[src/rtl/cmos_dvp_capture.sv]
// rtl/cmos_dvp_capture.sv - DVP camera byte bus capture into framed RGB565 pixel stream
//
// Purpose: samples the 8-bit DVP bus (vsync/href/data) in the pixel clock
// domain, skips SKIP_FRAMES settling frames after enable, pairs bytes into
// 16-bit pixels and emits them with sof/eol framing. Reports a per-frame
// geometry error flag and a completed-frame count.
//
// Ports:
//   cmos_pclk_i    pixel clock (only clock)
//   rst_i          asynchronous active-high reset
//   cmos_vsync_i   frame sync, high during vertical sync
//   cmos_href_i    line valid
//   cmos_data_i    byte bus, valid while href is high
//   enable_i       capture request, acted on at frame boundaries
//   pix_data_o     assembled pixel, held between strobes
//   pix_valid_o    one-cycle strobe per pixel
//   pix_sof_o      first pixel of a captured frame
//   pix_eol_o      pixel index H_ACTIVE-1 of a line
//   frame_done_o   end of each captured frame
//   frame_err_o    geometry error flag, valid with frame_done_o
//   frame_cnt_o    completed captured frames (wraps)
//   line_cnt_o     lines completed in the current captured frame (saturates)
module cmos_dvp_capture #(
  parameter int H_ACTIVE    = 1280,
  parameter int V_ACTIVE    = 720,
  parameter int SKIP_FRAMES = 10,
  parameter bit BYTE_SWAP   = 1'b0
) (
  input  logic        cmos_pclk_i,
  input  logic        rst_i,
  input  logic        cmos_vsync_i,
  input  logic        cmos_href_i,
  input  logic [7:0]  cmos_data_i,
  input  logic        enable_i,
  output logic [15:0] pix_data_o,
  output logic        pix_valid_o,
  output logic        pix_sof_o,
  output logic        pix_eol_o,
  output logic        frame_done_o,
  output logic        frame_err_o,
  output logic [7:0]  frame_cnt_o,
  output logic [11:0] line_cnt_o
);

  typedef enum logic [1:0] {S_IDLE, S_SYNC, S_FRAME, S_VBLANK} state_t;

  state_t      state_q, state_d;
  logic        vs_q, vs_qq, hr_q, hr_qq;
  logic [7:0]  d_q;
  logic [15:0] skip_q, skip_d;
  logic        phase_q, phase_d;
  logic [7:0]  held_q, held_d;
  // One bit wider than H_ACTIVE so an over-long line still reads != H_ACTIVE.
  logic [12:0] px_q, px_d;
  logic [11:0] line_q, line_d;
  logic        err_q, err_d;
  logic        sof_pend_q, sof_pend_d;

  // Stage 1: pixel/frame events decided from the registered bus.
  logic [15:0] s1_data_q, s1_data_d;
  logic        s1_valid_q, s1_valid_d, s1_sof_q, s1_sof_d, s1_eol_q, s1_eol_d;
  logic        s1_done_q, s1_done_d, s1_err_q, s1_err_d;

  // Stage 2: output registers.
  logic [15:0] pix_data_q;
  logic        pix_valid_q, pix_sof_q, pix_eol_q, done_q, ferr_q;
  logic [7:0]  fcnt_q;

  logic frame_start, frame_end, hr_rise, hr_fall, active;

  assign frame_start = vs_qq & ~vs_q;
  assign frame_end   = vs_q & ~vs_qq;
  assign hr_rise     = hr_q & ~hr_qq;
  assign hr_fall     = hr_qq & ~hr_q;
  assign active      = (state_q == S_FRAME) && !vs_q;

  always_comb begin
    state_d    = state_q;
    skip_d     = skip_q;
    phase_d    = phase_q;
    held_d     = held_q;
    px_d       = px_q;
    line_d     = line_q;
    err_d      = err_q;
    sof_pend_d = sof_pend_q;
    s1_data_d  = s1_data_q;
    s1_valid_d = 1'b0;
    s1_sof_d   = 1'b0;
    s1_eol_d   = 1'b0;
    s1_done_d  = 1'b0;
    s1_err_d   = 1'b0;

    // Byte pairing; phase returns to 0 whenever href is low, which also
    // discards a dangling first byte of an odd-length line.
    if (active && hr_q) begin
      if (!phase_q) begin
        held_d  = d_q;
        phase_d = 1'b1;
        if (hr_rise) px_d = '0;
      end else begin
        phase_d = 1'b0;
        if (px_q < 13'(H_ACTIVE)) begin
          s1_valid_d = 1'b1;
          s1_data_d  = BYTE_SWAP ? {d_q, held_q} : {held_q, d_q};
          s1_sof_d   = sof_pend_q;
          s1_eol_d   = (px_q == 13'(H_ACTIVE - 1));
          sof_pend_d = 1'b0;
        end
        if (px_q <= 13'(H_ACTIVE)) px_d = px_q + 13'd1;
      end
    end else begin
      phase_d = 1'b0;
      if (active && hr_fall) begin
        if (line_q != 12'hFFF) line_d = line_q + 12'd1;
        if (px_q != 13'(H_ACTIVE) || phase_q) err_d = 1'b1;
      end
    end

    case (state_q)
      S_IDLE: begin
        if (enable_i) begin
          state_d = S_SYNC;
          skip_d  = '0;
        end
      end
      S_SYNC: begin
        if (!enable_i) begin
          state_d = S_IDLE;
        end else if (frame_start) begin
          if (skip_q == 16'(SKIP_FRAMES)) begin
            state_d    = S_FRAME;
            line_d     = '0;
            err_d      = 1'b0;
            sof_pend_d = 1'b1;
            px_d       = '0;
          end else begin
            skip_d = skip_q + 16'd1;
          end
        end
      end
      S_FRAME: begin
        if (frame_end) begin
          s1_done_d = 1'b1;
          s1_err_d  = err_q | (line_q != 12'(V_ACTIVE));
          state_d   = enable_i ? S_VBLANK : S_IDLE;
        end
      end
      default: begin  // S_VBLANK
        if (!enable_i) begin
          state_d = S_IDLE;
        end else if (frame_start) begin
          state_d    = S_FRAME;
          line_d     = '0;
          err_d      = 1'b0;
          sof_pend_d = 1'b1;
          px_d       = '0;
        end
      end
    endcase
  end

  always_ff @(posedge cmos_pclk_i or posedge rst_i) begin
    if (rst_i) begin
      vs_q        <= 1'b0;
      vs_qq       <= 1'b0;
      hr_q        <= 1'b0;
      hr_qq       <= 1'b0;
      d_q         <= '0;
      state_q     <= S_IDLE;
      skip_q      <= '0;
      phase_q     <= 1'b0;
      held_q      <= '0;
      px_q        <= '0;
      line_q      <= '0;
      err_q       <= 1'b0;
      sof_pend_q  <= 1'b0;
      s1_data_q   <= '0;
      s1_valid_q  <= 1'b0;
      s1_sof_q    <= 1'b0;
      s1_eol_q    <= 1'b0;
      s1_done_q   <= 1'b0;
      s1_err_q    <= 1'b0;
      pix_data_q  <= '0;
      pix_valid_q <= 1'b0;
      pix_sof_q   <= 1'b0;
      pix_eol_q   <= 1'b0;
      done_q      <= 1'b0;
      ferr_q      <= 1'b0;
      fcnt_q      <= '0;
    end else begin
      vs_q        <= cmos_vsync_i;
      vs_qq       <= vs_q;
      hr_q        <= cmos_href_i;
      hr_qq       <= hr_q;
      d_q         <= cmos_data_i;
      state_q     <= state_d;
      skip_q      <= skip_d;
      phase_q     <= phase_d;
      held_q      <= held_d;
      px_q        <= px_d;
      line_q      <= line_d;
      err_q       <= err_d;
      sof_pend_q  <= sof_pend_d;
      s1_data_q   <= s1_data_d;
      s1_valid_q  <= s1_valid_d;
      s1_sof_q    <= s1_sof_d;
      s1_eol_q    <= s1_eol_d;
      s1_done_q   <= s1_done_d;
      s1_err_q    <= s1_err_d;
      if (s1_valid_q) pix_data_q <= s1_data_q;
      pix_valid_q <= s1_valid_q;
      pix_sof_q   <= s1_sof_q;
      pix_eol_q   <= s1_eol_q;
      done_q      <= s1_done_q;
      ferr_q      <= s1_err_q;
      if (s1_done_q) fcnt_q <= fcnt_q + 8'd1;
    end
  end

  assign pix_data_o   = pix_data_q;
  assign pix_valid_o  = pix_valid_q;
  assign pix_sof_o    = pix_sof_q;
  assign pix_eol_o    = pix_eol_q;
  assign frame_done_o = done_q;
  assign frame_err_o  = ferr_q;
  assign frame_cnt_o  = fcnt_q;
  assign line_cnt_o   = line_q;

endmodule

[config.mk]
export PLATFORM = sky130hd
export DESIGN_NAME = cmos_dvp_capture
export DESIGN_NICKNAME = d
export VERILOG_FILES = /design/src/rtl/cmos_dvp_capture.sv
export SDC_FILE = /design/constraint.sdc
export NUM_CORES = 1
export LEC_CHECK = 0
export CORE_MARGIN = 2
export CORE_UTILIZATION = 55
export DETAILED_ROUTE_END_ITERATION = 6
export DONT_BUFFER_PORTS = 1
export GPL_TIMING_DRIVEN = 0
export PLACE_DENSITY = 0.75
export SLEW_MARGIN = 20
export SYNTH_ARGS = -nofsm -noshare
export SYNTH_HDL_FRONTEND = slang
export SYNTH_SLANG_ARGS = --single-unit
[constraint.sdc]
create_clock -name cmos_pclk_i -period 7 [get_ports cmos_pclk_i]
set_input_delay 1.4 -clock cmos_pclk_i [delete_from_list [all_inputs] [get_ports cmos_pclk_i]]
set_output_delay 1.4 -clock cmos_pclk_i [all_outputs]
set_load 0.05 [all_outputs]
==> impl_metrics.json <==
{
  "p_comb_share_pct": 2.7,
  "grt_antenna_before_repair": 0,
  "post_cts_buffers": 0,
  "dr.pass1.iters": 4,
  "start_util_pct": 55.7,
  "grt_max_degree": 83,
  "routedWlPerCell_um": 16.4,
  "ys_types": 55,
  "endpoint_kind": "output port",
  "cts.sinks": 116,
  "maxCapViolations": 0,
  "yosysSeqAreaShare_pct": 57.2,
  "powerDensity_nw_per_um2": 277,
  "synth_most_common_cell": "dfrtp_1",
  "vias": 3496,
  "fp.dieW_um": 100,
  "portBuffers": 0,
  "cts_tree": "built",
  "skew_ns": 0.00862,
  "setup_viol": 0,
  "drt_wl_total_um": 9890,
  "cts_buffer_depth": 2,
  "p_seq_share_pct": 42.7,
  "fin_util_pct": 64.4,
  "swShare_pct": 22.3,
  "synthTopCellsByArea": "dfrtp_1 57%, mux2_2 6.0%, nand2_1 5.7%, nor2_1 2.4%, nand4_1 2.1%",
  "clkPwrFrac_pct": 54.5,
  "ctsResizeCount": 0,
  "fin_crit_sh_pct": 38.3,
  "cts_max_level": 4,
  "coreArea_um2": 9110,
  "path_max_fanout": 8,
  "row_count": 35,
  "worstSetupPathType": "register to output port",
  "grt_pass1_vias": 3496,
  "syn_nets": 478,
  "ys_warn_count": 0,
  "synth-edff-count": 0,
  "ys.flop_type": "dfrtp_1",
  "ant_nets": 0,
  "vdd_drop_max_v": 0.000169,
  "rsz0062_at_grt": "no",
  "syn_area_um2": 5080,
  "fin_nets": 498,
  "avgSynthCellArea_um2": 11.1,
  "p_int_w": 0.00126,
  "drc": 0,
  "final_layout_size_suffix_gt1_share_pct": 16.7,
  "clock-root-buffer": "clkbuf_8",
  "slew_violations": 0,
  "cp_data_required_time_ns": 5.60,
  "die_height_um": 100,
  "cts_buffers": 17,
  "ios": 54,
  "yosysTopAreaCellShare_pct": 57.2,
  "die_area_um2": 10000,
  "ys_seq_elements": 116,
  "grt.overflow.total": 0,
  "area_growth_pct": 15.5,
  "viasPerCell": 5.81,
  "drt-initial-drc-count": 192,
  "finalHoldViolCount": 0,
  "hp-class": "register to register",
  "cp.arrival_ns": 1.28,
  "insertedDiodeCount": 0,
  "ctsHoldBuffers": 0,
  "synth_commonest_cells": "116 x dfrtp_1, 77 x nand2_1, 32 x nor2_1",
  "syn_inst": 458,
  "fillers": 697,
  "whs_ns": 0.350,
  "synthArstFlopShare_pct": 100,
  "relSlewSlack_pct": 55.6,
  "p_sw_w": 0.000362,
  "cp-start-kind": "register",
  "tightestPinTransition_ns": 0.665,
  "place_congestion": 0.873,
  "clk_pin_slew_ns": 0.06,
  "fin_setup_tns_ns": 0,
  "fmax_mhz": 373,
  "track_usage_pct": 21.4,
  "dpl.hpwl_um": 6570,
  "p_leak_nw": 2.79,
  "insertion_delay_ns": 0.51,
  "synth_top_area_cell": "dfrtp_1",
  "grt_pass1_wl_um": 16500,
  "period_minus_slack_ns": 2.68,
  "run_status": "completed"
}
==> cells by family (layout without fill, tap and decap cells) <==
logic type / Yosys count / in the layout / share of synthesized area (%)
flip-flops: 116 / 116 / 57.2
XOR/XNOR: 20 / 20 / 3.45
AND/OR/NAND/NOR: 211 / 211 / 22.1
adder cells (fa/ha/maj): 7 / 7 / 1.73
AO/OA/AOI/OAI: 46 / 46 / 6.09
buffers and inverters: 24 / 57 / 2.02
multiplexers: 34 / 34 / 7.44
==> layout make-up <==
type / count / area, µm² / share of cell area [%]
Buffer: 13 / 61.3 / 1.05
Clock buffer: 19 / 442 / 7.53
Clock inverter: 13 / 173 / 2.95
Inverter: 11 / 46.3 / 0.790
Multi-Input combinational cell: 318 / 2070 / 35.3
Sequential cell: 116 / 2900 / 49.5
Tap cell: 111 / 139 / 2.37
Timing Repair Buffer: 1 / 27.5 / 0.470
==> path summary, 6_finish.rpt <==
kind                                    startpoint                         to  slack (ns)  cells past startpoint
max in group asynchronous                    rst_i     frame_done_o$_DFF_PP0_        5.58                      2
min in group asynchronous                    rst_i  pix_data_o[7]$_DFFE_PP0P_        0.72                      1
hold / removal                  s1_sof_q$_DFF_PP0_        pix_sof_o$_DFF_PP0_        0.35                      0
setup / recovery           line_cnt_o[8]$_DFF_PP0_              line_cnt_o[8]        4.32                      0
setup reg to reg           line_cnt_o[2]$_DFF_PP0_    line_cnt_o[2]$_DFF_PP0_        4.73                      6
hold reg to reg                 s1_sof_q$_DFF_PP0_        pix_sof_o$_DFF_PP0_        0.35                      0
==> sequential cells by signal, summed over array words and instances (netlist names), 2 cells and up <==
| register | cells |
|---|---|
| pix_data_o | 16 |
| s1_data_q | 16 |
| skip_q | 16 |
| px_q | 13 |
| line_cnt_o | 12 |
| d_q | 8 |
| frame_cnt_o | 8 |
| held_q | 8 |
| state_q | 2 |
==> metal layers <==
layer | global-route usage, % | vias up | wire (µm)
li1 | - | 1660 | -
met1 | 26.8 | 1720 | 4390
met2 | 34.2 | 102 | 4810
met3 | 7.10 | 14 | 519
met4 | 9.27 | 0 | 163
met5 | 0 | - | 0
==> cells in the final DEF, fill, tap and decap left out, types with 10 or more instances in the layout <==
cell and n:
xor2_1 11, mux2_2 27, nor3_1 10, clkbuf_16 16
nand3_1 19, a21oi_1 15, nor2_1 32, o21ai_0 11
nand2_1 77, dfrtp_1 116, nand4_1 17
==> power groups by stage <==
stage	combinational, W	clock (W)	sequential (W)
global placement	0.0000420	0	0.000706
detailed placement	0.0000454	0	0.000706
finish	0.0000445	0.000886	0.000695
CTS	0.0000457	0.000903	0.000694
global route	0.0000520	0.000938	0.000696
floorplan	0.0000351	0	0.000702
==> metrics by stage <==
step	std cells	instance area (µm²)	power (W)	setup WS (ns)
finish	602	5860	0.00163	4.32
global route	602	5860	0.00169	4.27
CTS	602	5860	0.00164	4.30
detailed placement	570	5250	0.000752	4.46
global placement	569	5220	0.000748	1.43
floorplan	458	5080	0.000738	2.53
Power figures use the tool's default switching activity.
